[config.mk]
export PLATFORM = sky130hd
export DESIGN_NAME = ps2_rx_buffered_flat
export DESIGN_NICKNAME = d
export VERILOG_FILES = /design/src/rtl/ps2_rx_buffered_pkg.sv /design/src/rtl/ps2_rx_buffered_if.sv /design/src/rtl/ps2_rx_buffered_fifo.sv /design/src/rtl/ps2_rx_buffered.sv /design/src/flat_wrapper.sv
export SDC_FILE = /design/constraint.sdc
export NUM_CORES = 1
export LEC_CHECK = 0
export ABC_AREA = 1
export BUFFER_PORTS_ARGS = -buffer_cell sky130_fd_sc_hd__buf_2
export CAP_MARGIN = 20
export CORE_ASPECT_RATIO = 0.75
export CORE_MARGIN = 2
export CORE_UTILIZATION = 64
export DETAILED_ROUTE_END_ITERATION = 8
export PLACE_DENSITY_LB_ADDON = 0.12
export SYNTH_ARGS = -nofsm -noshare
export SYNTH_HDL_FRONTEND = slang
export SYNTH_SLANG_ARGS = --single-unit
[constraint.sdc]
create_clock -name clk -period 3.7 [get_ports clk]
set_input_delay 0.37 -clock clk [delete_from_list [all_inputs] [get_ports clk]]
set_output_delay 0.37 -clock clk [all_outputs]
set_load 0.1 [all_outputs]
[src/rtl/ps2_rx_buffered_pkg.sv]
// Shared types and helpers for the buffered PS/2 receiver: FSM state encoding,
// frame framing constants and the odd-parity generator.
package ps2_pkg;

  typedef enum logic [1:0] {
    IDLE,
    DATA,
    PARITY,
    STOP
  } ps2_state_t;

  localparam logic PS2_START_BIT = 1'b0;
  localparam logic PS2_STOP_BIT  = 1'b1;

  // Parity bit that makes the total count of ones over data+parity odd.
  function automatic logic odd_parity_bit(input logic [31:0] data, input int nbits);
    logic p;
    p = 1'b1;
    for (int i = 0; i < 32; i++) begin
      if (i < nbits) p = p ^ data[i];
    end
    return p;
  endfunction

endpackage

[src/rtl/ps2_rx_buffered_if.sv]
// Consumer-side bundle of the PS/2 receiver: byte stream handshake, occupancy,
// activity and error pulses. master = receiver, slave = scan-code decoder.
interface ps2_rx_buffered_if #(
  parameter int DATA_BITS  = 8,
  parameter int FIFO_DEPTH = 4
);
  localparam int FILL_W = $clog2(FIFO_DEPTH + 1);

  logic [DATA_BITS-1:0] rx_data;
  logic                 rx_valid;
  logic                 rx_ready;
  logic [FILL_W-1:0]    fill;
  logic                 busy;
  logic                 err_frame;
  logic                 err_parity;
  logic                 err_timeout;
  logic                 err_overflow;

  modport master (
    output rx_data, rx_valid, fill, busy,
    output err_frame, err_parity, err_timeout, err_overflow,
    input  rx_ready
  );

  modport slave (
    input  rx_data, rx_valid, fill, busy,
    input  err_frame, err_parity, err_timeout, err_overflow,
    output rx_ready
  );
endinterface

[src/rtl/ps2_rx_buffered_fifo.sv]
// Show-ahead byte FIFO for the PS/2 receiver: head entry is visible on o_data
// straight from storage, and reads as zero while the FIFO is empty.
module ps2_byte_fifo #(
  parameter int DATA_BITS  = 8,
  parameter int FIFO_DEPTH = 4,
  localparam int AW = $clog2(FIFO_DEPTH),
  localparam int FW = $clog2(FIFO_DEPTH + 1)
) (
  input  logic                 clk,
  input  logic                 reset,
  input  logic                 i_push,
  input  logic [DATA_BITS-1:0] i_data,
  input  logic                 i_pop,
  output logic [DATA_BITS-1:0] o_data,
  output logic                 o_full,
  output logic                 o_empty,
  output logic [FW-1:0]        o_fill
);

  logic [DATA_BITS-1:0] r_mem [FIFO_DEPTH];
  logic [AW-1:0]        r_wr;
  logic [AW-1:0]        r_rd;
  logic [FW-1:0]        r_fill;
  logic                 w_do_pop;
  logic                 w_do_push;

  assign o_empty   = (r_fill == '0);
  assign o_full    = (r_fill == FW'(FIFO_DEPTH));
  assign w_do_pop  = i_pop & ~o_empty;
  // A pop in the same cycle frees the slot a full-FIFO push needs.
  assign w_do_push = i_push & (~o_full | w_do_pop);
  assign o_fill    = r_fill;
  assign o_data    = o_empty ? '0 : r_mem[r_rd];

  always_ff @(posedge clk) begin
    if (w_do_push) r_mem[r_wr] <= i_data;
  end

  always_ff @(posedge clk) begin
    if (!reset) begin
      r_wr   <= '0;
      r_rd   <= '0;
      r_fill <= '0;
    end else begin
      if (w_do_push) r_wr <= r_wr + AW'(1);
      if (w_do_pop)  r_rd <= r_rd + AW'(1);
      if (w_do_push && !w_do_pop)      r_fill <= r_fill + FW'(1);
      else if (!w_do_push && w_do_pop) r_fill <= r_fill - FW'(1);
    end
  end

endmodule

[src/rtl/ps2_rx_buffered.sv]
// PS/2 device-to-host receiver: pin synchronisers, falling-edge detect, frame
// FSM with timeout, and a show-ahead byte FIFO. Optional ps2c stability
// filter is enabled by defining PS2_GLITCH_FILTER_EN.
module ps2_rx_buffered
  import ps2_pkg::*;
#(
  parameter int DATA_BITS      = 8,
  parameter int FIFO_DEPTH     = 4,
  parameter int SYNC_STAGES    = 2,
  parameter int TIMEOUT_CYCLES = 50000,
  parameter int FILTER_LEN     = 8
) (
  input  logic               clk,
  input  logic               reset,
  input  logic               ps2c,
  input  logic               ps2d,
  ps2_rx_buffered_if.master  rx
);

  localparam int CNT_W  = (DATA_BITS > 1) ? $clog2(DATA_BITS) : 1;
  localparam int TW     = $clog2(TIMEOUT_CYCLES);
  localparam int FILL_W = $clog2(FIFO_DEPTH + 1);

  if (SYNC_STAGES < 2 || FILTER_LEN < 1 || TIMEOUT_CYCLES < 2 || FIFO_DEPTH < 2 ||
      (FIFO_DEPTH & (FIFO_DEPTH - 1)) != 0) begin : g_param_check
    $error("ps2_rx_buffered: illegal parameter combination");
  end

  logic [SYNC_STAGES-1:0] r_sync_c;
  logic [SYNC_STAGES-1:0] r_sync_d;
  logic                   r_prev_c;
  logic                   w_sync_c;
  logic                   w_level_c;
  logic                   w_d;
  logic                   w_fall;

  ps2_state_t             r_state, w_next_state;
  logic [CNT_W-1:0]       r_count, w_next_count;
  logic [DATA_BITS-1:0]   r_shift, w_next_shift;
  logic                   r_parity, w_next_parity;
  logic [TW-1:0]          r_timer, w_next_timer;
  logic                   w_push;
  logic                   w_err_frame;
  logic                   w_err_parity;
  logic                   w_err_timeout;

  logic [DATA_BITS-1:0]   w_fifo_data;
  logic                   w_full;
  logic                   w_empty;
  logic [FILL_W-1:0]      w_fill;

  // Synchronisers idle high so leaving reset never fabricates an edge.
  always_ff @(posedge clk) begin
    if (!reset) begin
      r_sync_c <= '1;
      r_sync_d <= '1;
    end else begin
      r_sync_c <= {r_sync_c[SYNC_STAGES-2:0], ps2c};
      r_sync_d <= {r_sync_d[SYNC_STAGES-2:0], ps2d};
    end
  end

  assign w_sync_c = r_sync_c[SYNC_STAGES-1];
  assign w_d      = r_sync_d[SYNC_STAGES-1];

`ifdef PS2_GLITCH_FILTER_EN
  localparam int FCW = $clog2(FILTER_LEN + 1);
  logic [FCW-1:0] r_filt_cnt;
  logic           r_filt_c;

  // The filtered level follows only after FILTER_LEN consecutive disagreeing samples.
  always_ff @(posedge clk) begin
    if (!reset) begin
      r_filt_cnt <= '0;
      r_filt_c   <= 1'b1;
    end else if (w_sync_c == r_filt_c) begin
      r_filt_cnt <= '0;
    end else if (r_filt_cnt == FCW'(FILTER_LEN - 1)) begin
      r_filt_cnt <= '0;
      r_filt_c   <= w_sync_c;
    end else begin
      r_filt_cnt <= r_filt_cnt + FCW'(1);
    end
  end

  assign w_level_c = r_filt_c;
`else
  assign w_level_c = w_sync_c;
`endif

  always_ff @(posedge clk) begin
    if (!reset) r_prev_c <= 1'b1;
    else        r_prev_c <= w_level_c;
  end

  assign w_fall = r_prev_c & ~w_level_c;

  always_ff @(posedge clk) begin
    if (!reset) begin
      r_state  <= IDLE;
      r_count  <= '0;
      r_shift  <= '0;
      r_parity <= 1'b0;
      r_timer  <= '0;
    end else begin
      r_state  <= w_next_state;
      r_count  <= w_next_count;
      r_shift  <= w_next_shift;
      r_parity <= w_next_parity;
      r_timer  <= w_next_timer;
    end
  end

  always_comb begin
    w_next_state  = r_state;
    w_next_count  = r_count;
    w_next_shift  = r_shift;
    w_next_parity = r_parity;
    w_next_timer  = r_timer;
    w_push        = 1'b0;
    w_err_frame   = 1'b0;
    w_err_parity  = 1'b0;
    w_err_timeout = 1'b0;

    if (r_state == IDLE || w_fall) w_next_timer = '0;
    else                           w_next_timer = r_timer + TW'(1);

    case (r_state)
      IDLE: begin
        if (w_fall) begin
          if (w_d == PS2_START_BIT) begin
            w_next_state = DATA;
            w_next_count = '0;
            w_next_shift = '0;
          end else begin
            w_err_frame = 1'b1;
          end
        end
      end
      DATA: begin
        if (w_fall) begin
          w_next_shift[r_count] = w_d;
          if (r_count == CNT_W'(DATA_BITS - 1)) begin
            w_next_state = PARITY;
            w_next_count = '0;
          end else begin
            w_next_count = r_count + CNT_W'(1);
          end
        end
      end
      PARITY: begin
        if (w_fall) begin
          w_next_parity = w_d;
          w_next_state  = STOP;
        end
      end
      STOP: begin
        if (w_fall) begin
          w_next_state = IDLE;
          if (w_d != PS2_STOP_BIT)                                  w_err_frame  = 1'b1;
          else if (r_parity != odd_parity_bit(32'(r_shift), DATA_BITS)) w_err_parity = 1'b1;
          else                                                      w_push       = 1'b1;
        end
      end
      default: w_next_state = IDLE;
    endcase

    // A stalled frame is abandoned; a fall in the same cycle keeps it alive.
    if (r_state != IDLE && !w_fall && r_timer == TW'(TIMEOUT_CYCLES - 1)) begin
      w_next_state  = IDLE;
      w_next_count  = '0;
      w_next_shift  = '0;
      w_next_timer  = '0;
      w_err_timeout = 1'b1;
    end
  end

  ps2_byte_fifo #(
    .DATA_BITS  (DATA_BITS),
    .FIFO_DEPTH (FIFO_DEPTH)
  ) u_fifo (
    .clk     (clk),
    .reset   (reset),
    .i_push  (w_push),
    .i_data  (r_shift),
    .i_pop   (rx.rx_ready),
    .o_data  (w_fifo_data),
    .o_full  (w_full),
    .o_empty (w_empty),
    .o_fill  (w_fill)
  );

  assign rx.rx_data      = w_fifo_data;
  assign rx.rx_valid     = ~w_empty;
  assign rx.fill         = w_fill;
  assign rx.busy         = (r_state != IDLE);
  assign rx.err_frame    = w_err_frame;
  assign rx.err_parity   = w_err_parity;
  assign rx.err_timeout  = w_err_timeout;
  assign rx.err_overflow = w_push & w_full & ~(rx.rx_ready & ~w_empty);

endmodule
[src/flat_wrapper.sv]
// flat-port wrapper written by rule: the top's interface ports become plain ports
module ps2_rx_buffered_flat import ps2_pkg::*;
#(
  parameter int DATA_BITS      = 8,
  parameter int FIFO_DEPTH     = 4,
  parameter int SYNC_STAGES    = 2,
  parameter int TIMEOUT_CYCLES = 50000,
  parameter int FILTER_LEN     = 8
)
  (clk, reset, ps2c, ps2d, rx_rx_data, rx_rx_valid, rx_fill, rx_busy, rx_err_frame, rx_err_parity, rx_err_timeout, rx_err_overflow, rx_rx_ready);
  ps2_rx_buffered_if #(.DATA_BITS(DATA_BITS), .FIFO_DEPTH(FIFO_DEPTH)) rx_i ();
  input  logic clk;
  input  logic reset;
  input  logic ps2c;
  input  logic ps2d;
  output wire logic [$bits(rx_i.rx_data)-1:0] rx_rx_data;
  output wire logic [$bits(rx_i.rx_valid)-1:0] rx_rx_valid;
  output wire logic [$bits(rx_i.fill)-1:0] rx_fill;
  output wire logic [$bits(rx_i.busy)-1:0] rx_busy;
  output wire logic [$bits(rx_i.err_frame)-1:0] rx_err_frame;
  output wire logic [$bits(rx_i.err_parity)-1:0] rx_err_parity;
  output wire logic [$bits(rx_i.err_timeout)-1:0] rx_err_timeout;
  output wire logic [$bits(rx_i.err_overflow)-1:0] rx_err_overflow;
  input wire logic [$bits(rx_i.rx_ready)-1:0] rx_rx_ready;
  assign rx_rx_data = rx_i.rx_data;
  assign rx_rx_valid = rx_i.rx_valid;
  assign rx_fill = rx_i.fill;
  assign rx_busy = rx_i.busy;
  assign rx_err_frame = rx_i.err_frame;
  assign rx_err_parity = rx_i.err_parity;
  assign rx_err_timeout = rx_i.err_timeout;
  assign rx_err_overflow = rx_i.err_overflow;
  assign rx_i.rx_ready = rx_rx_ready;
  ps2_rx_buffered #(.DATA_BITS(DATA_BITS), .FIFO_DEPTH(FIFO_DEPTH), .SYNC_STAGES(SYNC_STAGES), .TIMEOUT_CYCLES(TIMEOUT_CYCLES), .FILTER_LEN(FILTER_LEN)) u_core (.clk(clk), .reset(reset), .ps2c(ps2c), .ps2d(ps2d), .rx(rx_i));
endmodule
Word level (Yosys, flattened, before mapping)
Memories as Yosys holds them, arrays and structs flattened. A register that Yosys moved wholly into a read port is not among the register bits.
Index checks and enable logic that the tools add are counted.

operators by class
  add/sub/neg operators = 6
  $lt $le $gt $ge = 2
  equal/unequal tests = 13
  mux-type cells = 64
  bitwise operators = 19
  reductions and logical operators = 19

operators with widths
  cell                                                        number
  2-to-1 mux 1 bit                                            40
  2-to-1 mux 8 bit                                            4
  2-to-1 mux 3 bit                                            6
  adder 16 x 1 -> 16 bit, second input constant               1
  == test 16 bit, second input constant                       1
  2-to-1 mux 2 bit                                            8
  case mux 8 bit (2 select lines)                             1
  != test 2 x 1 -> 1 bit, second input constant               5
  bitwise mux 8 bit                                           1
  case mux 2 bit (4 select lines)                             1
  bitwise XOR 1 bit                                           7
  adder 3 x 1 -> 3 bit, second input constant                 2
  == test 3 bit, second input constant                        2
  NOT 1 bit                                                   6
  case mux 3 bit (2 select lines)                             1
  AND reduction 6 bit                                         1
  nonzero test 2 bit                                          3
  bitwise AND 1 bit                                           5
  logical AND 1 bit                                           5
  adder 2 x 1 -> 2 bit, second input constant                 2
  == test 2 bit, second input constant                        2
  less-than comparator 3 x 4 -> 1 bit, second input constant  1
  AND reduction 4 bit                                         1
  demux 1 bit (select 3 bit)                                  1
  14 further kinds                                            16

storage, ports and cells
  flip-flop bits (word level) = 42
  RAM bits = 32
  input bits = 5
  output and inout bits = 17
  word-level logic and storage cells = 135
  memories kept = 1

memory list
  name                 words  width  read ports  clocked after Yosys merged registers in  wr ports  RTL line                    text
  u_core.u_fifo.r_mem  4      8      1           1                                        1         ps2_rx_buffered_fifo.sv:20  logic [DATA_BITS-1:0] r_mem [FIFO_DEPTH];

Longest topological paths before layout
  depth after elaboration = 42
  mapped depth = 18
  mapped depth without buffers = 18

By module
A second synthesis with hierarchy kept.

unflattened totals
  cell total of the unflattened synthesis = 441
  area, all modules = 3731.1 µm²

by module, submodules not included
  module           times used  cells each  area an instance (µm²)  sequential area each (µm²)
  ps2_rx_buffered  1           275         1919.3                  700.7
  ps2_byte_fifo    1           166         1811.7                  1141.1

Worst setup path before layout
Ideal clock, no wire load.

  path kind = reg-to-output
  start point = register u_core.r_state[0]
  end point = output rx_err_timeout
  data arrival time = 4.343 ns
  data required time = 3.330 ns
  path slack = -1.013 ns
  stages on the path, launching flop included = 6
  buffers on the path = 0
  path through = dfxtp_1 -> inv_1 -> ha_1 -> inv_1 -> nand2_1 -> nor4_1

on the way
  longest elaborated chain between the ends = 4

RTL lines
  what                             RTL line                text
  start, declared                  ps2_rx_buffered.sv:37   ps2_state_t r_state, w_next_state;
  start signal, assigned           ps2_rx_buffered.sv:106  r_state <= w_next_state;
  nonzero test 2 bit               n/a
  via rx_busy                      flat_wrapper.sv:19      output wire logic [$bits(rx_i.busy)-1:0] rx_busy;
  logical AND 1 bit (2 in series)  ps2_rx_buffered.sv:169  if (r_state != IDLE && !w_fall && r_timer == TW'(TIMEOUT_CYCLES - 1)) begin
  2-to-1 mux 1 bit                 ps2_rx_buffered.sv:169
  end, declared                    flat_wrapper.sv:22      output wire logic [$bits(rx_i.err_timeout)-1:0] rx_err_timeout;

The timed path passes the listed nets, and every way through them passes these cells.

Final worst setup path
  start point = register u_core.r_shift[0]
  end point = register u_core.u_fifo.r_fill[2], in the netlist u_core.u_fifo.o_fill[2]

on the way
  longest elaborated chain between the ends = 41
  elaborated cells on any way between the ends = 43
  those cells by class = eq/ne (1); mux (29); bitwise (9); reduce/logical (4)

RTL lines
  what                          RTL line                    text
  start, declared               ps2_rx_buffered.sv:39       logic [DATA_BITS-1:0] r_shift, w_next_shift;
  start signal, assigned        ps2_rx_buffered.sv:108      r_shift <= w_next_shift;
  NOT 1 bit (no line) (*)       n/a
  2-to-1 mux 1 bit (*)          ps2_rx_buffered.sv:160      if (w_d != PS2_STOP_BIT) w_err_frame = 1'b1;
  2-to-1 mux 1 bit (*)          ps2_rx_buffered.sv:158      if (w_fall) begin
  2-to-1 mux 1 bit (*)          ps2_rx_buffered.sv:128      case (r_state)
  bitwise XOR 1 bit (*)         ps2_rx_buffered_pkg.sv:20   if (i < nbits) p = p ^ data[i];
  2-to-1 mux 1 bit (*)          ps2_rx_buffered.sv:160
  2-to-1 mux 1 bit (*)          ps2_rx_buffered.sv:158
  2-to-1 mux 1 bit (*)          ps2_rx_buffered.sv:128
  (+26 left out)                n/a
  2-to-1 mux 1 bit (*)          ps2_rx_buffered.sv:160
  2-to-1 mux 1 bit (*)          ps2_rx_buffered.sv:158
  2-to-1 mux 1 bit (*)          ps2_rx_buffered.sv:128
  bitwise AND 1 bit (*)         ps2_rx_buffered_fifo.sv:31  assign w_do_push = i_push & (~o_full | w_do_pop);
  via u_core.u_fifo.w_do_push   ps2_rx_buffered_fifo.sv:25  logic w_do_push;
  logical NOT 1 bit             ps2_rx_buffered_fifo.sv:48  else if (!w_do_push && w_do_pop) r_fill <= r_fill - FW'(1);
  logical AND 1 bit             ps2_rx_buffered_fifo.sv:48
  nonzero test 2 bit (no line)  n/a
  end signal, assigned          ps2_rx_buffered_fifo.sv:47  if (w_do_push && !w_do_pop) r_fill <= r_fill + FW'(1);
  end signal, assigned          ps2_rx_buffered_fifo.sv:48
  end, declared                 ps2_rx_buffered_fifo.sv:23  logic [FW-1:0] r_fill;

The timed path passes the listed nets; every way through them passes the cells marked *. The select of a mux whose other input is x is not followed.
A chain may end at the register's enable or synchronous reset.

==> out/results.tsv <==
metric	value	unit
nFillCells	424	
fin_crit	2.47	ns
hold_viol	0	
diodes	0	
drtIter0Drc	199	
gp_congestion	0.815	
rsz0062_at_grt	false	
vias	2763	
utilization	73.7	%
dr.pass1.iters	5	
fin_setup_tns	0	ns
drc	0	
place_inst	507	
vdd_drop_max	0.384	mV
cp.arrival	2.72	ns
wirelength	6900	um
grt_first_pass_wirelength	11500	um
grtUsageTotal	24.1	%
clock_latency	0.35	ns
worst_ep_required_time	3.94	ns
grt_max_degree	18	
grt_pass1_vias	2474	
leakage	0.00148	uW
cts_buffers	9	
dieWidth	90.2	um
cts_resized	0	
port_buffers	21	
die_height	68.6	um
regArea	1840	um^2
initial_core_util	66.6	%
syn_area	3560	um^2
rows	23	
period_share	66.8	%
slew_headroom	45.6	%
synth_area_per_cell	8.48	um^2
tritoncts	done	
worstPathMaxFanout	8	
synth-seq-cells	76	
power.density	674	nW/um^2
seqPwrFrac	35.4	%
fmax	404	MHz
dpl.hpwl	4730	um
clk_path_buf_depth	2	
p_clk_share	26.3	%
clkTransAtPathRegs	0.08	ns
dieArea	6190	um^2
synthArstFlopShare	0	%
post_drt_wl_per_cell	13.2	um
area_growth	10.7	%
antenna_found_initial	0	
ioPinCount	22	
cts_setup_buffers	0	
synth-warning-count	0	
cts_root_buffer	clkbuf_8	
skew	0.00810	ns
htreeDepth	3	
tightest_slew	0.813	ns
intPower	1420	uW
synth_flop_cell	dfxtp_1	
combPwrFrac	38.4	%
layout-drive-gt1-share	13.4	%
synthesis.nets	438	
syn_inst	420	
ys_seq_area_share	51.7	%
vias_per_cell	5.27	
path_class	flop to flop	
setup_violations	0	
cap_violations	0	
overflow	0	
switchingPower	1240	uW
antenna_left	0	
finalMaxSlewViolations	0	
crit_path_start_kind	flop	
synth_edf_count	32	
ys_types	32	
status	finished clean	
nNetsFinal	462	
stdcell_count	524	
clkSinkCount	76	
core	5350	um^2
multi_input_area	1440	um^2
hold_class	input port to flop	
hold_buffers	0	
end_kind	flop	
swShare	46.8	%
[cell type report]
class	instances	share of cell area (%)
flip-flops and latches	76	46.7
multi-input cells	271	36.4
inverters	64	6.09
clock buffers	9	3.14
repair buffers	22	2.79
clock inverters	7	2.50
well taps	75	2.38
[worst paths after layout]
path | from | cells after the start | slack, ns | endpoint
hold / removal | ps2d | 2 | 0.20 | u_core.r_sync_d[0]
hold reg to reg | u_core.r_sync_d[0] | 1 | 0.42 | u_core.r_sync_d[1]
setup reg to reg | u_core.r_shift[0] | 17 | 1.23 | u_core.u_fifo.o_fill[2]
setup / recovery | u_core.r_shift[0] | 17 | 1.23 | u_core.u_fifo.o_fill[2]
[cell families (layout without fill, tap and decap cells)]
group           count (synthesis)  after routing  synth area share [%]
buf+inv                        73            102                  8.15
flops                          76             76                  51.7
compound gates                 69             69                  9.94
fa+ha+maj                      13             13                  4.78
xor+xnor                        8              8                  1.97
simple gates                  181            181                  23.5
[power groups by stage]
stage | registers, uW | logic [uW] | clock network, uW
6_report | 941 | 1020 | 699
5_1_grt | 947 | 1060 | 738
4_1_cts | 941 | 1020 | 707
3_5_place_dp | 961 | 1020 | 0
3_3_place_gp | 955 | 1010 | 0
2_1_floorplan | 1010 | 820 | 0
[metrics by stage]
step                hold slack [ns]  total power, uW  instance area [um^2]  setup WS (ns)
global route                  0.185             2750                  3950          0.933
floorplan                     0.393             1830                  3570         -0.501
detailed placement            0.398             1980                  3720           1.30
finish                        0.200             2660                  3950           1.23
global placement              0.396             1970                  3720           1.38
CTS                           0.188             2670                  3940           1.23
[cell usage in the layout (no fill, tap or decap), types with 3 or more instances in the layout]
cell type	synthesis	routed
nor2_2	3	3
a21oi_1	33	33
o21ai_0	29	29
xor2_1	6	6
dfxtp_1	44	44
nand2_1	54	54
nand4_1	5	5
nand2_2	5	5
o22ai_1	7	7
buf_2	4	22
nor4_1	4	3
nor3_1	4	4
inv_1	62	62
nand3_1	19	19
nor2_1	72	72
nand3_2	4	4
ha_1	12	12
edfxtp_1	32	32
or2_2	5	5
clkbuf_8	0	9
[layer usage]
| layer | vias to the layer above | GRT usage [%] | routed length [um] |
|---|---|---|---|
| met1 | 1266 | 32.0 | 3320 |
| met5 | - | 0 | 0 |
| li1 | 1411 | - | - |
| met3 | 13 | 6.52 | 387 |
| met4 | 0 | 5.77 | 69 |
| met2 | 73 | 40.2 | 3120 |
[synth_stat cells (2+ instances only)]
master	count	share of area, %
nor2_1	72	7.6
inv_1	62	6.5
nand2_1	54	5.7
dfxtp_1	44	25
a21oi_1	33	4.6
edfxtp_1	32	27
o21ai_0	29	4.1
nand3_1	19	2.7
ha_1	12	4.2
o22ai_1	7	1.2
xor2_1	6	1.5
nand2_2	5	0.88
nand4_1	5	0.88
or2_2	5	0.88
buf_2	4	0.56
nand3_2	4	1.1
nor3_1	4	0.56
nor4_1	4	0.70
clkbuf_1	3	0.32
nor2_2	3	0.53
xnor2_1	2	0.49
[registers in the layout, summed over array words and instances (netlist names), named ones only]
name                  cells
u_core.u_fifo.o_fill      3
u_core.r_shift            8
u_core.r_sync_d           2
u_core.r_timer           16
u_core.r_count            3
u_core.r_sync_c           2
u_core.r_state            2
u_core.r_prev_c           1
u_core.u_fifo.r_mem      32
u_core.r_parity           1
u_core.u_fifo.r_rd        2
u_core.u_fifo.r_wr        2
[worst max-delay path, stage by stage, from the launching register on]
cell     delay (ns)
dfxtp_1        0.50
inv_1          0.10
nand2_1        0.08
nand2_1        0.06
nand2_1        0.06
nand2_1        0.06
inv_1          0.05
nand3_1        0.08
nand2_2        0.13
nand3_4        0.12
inv_1          0.08
ha_1           0.13
inv_1          0.07
fa_1           0.38
a21oi_1        0.15
o21ai_0        0.11
o21ai_0        0.15
a21oi_1        0.05
No activity file was read; power rests on OpenSTA's default activity.
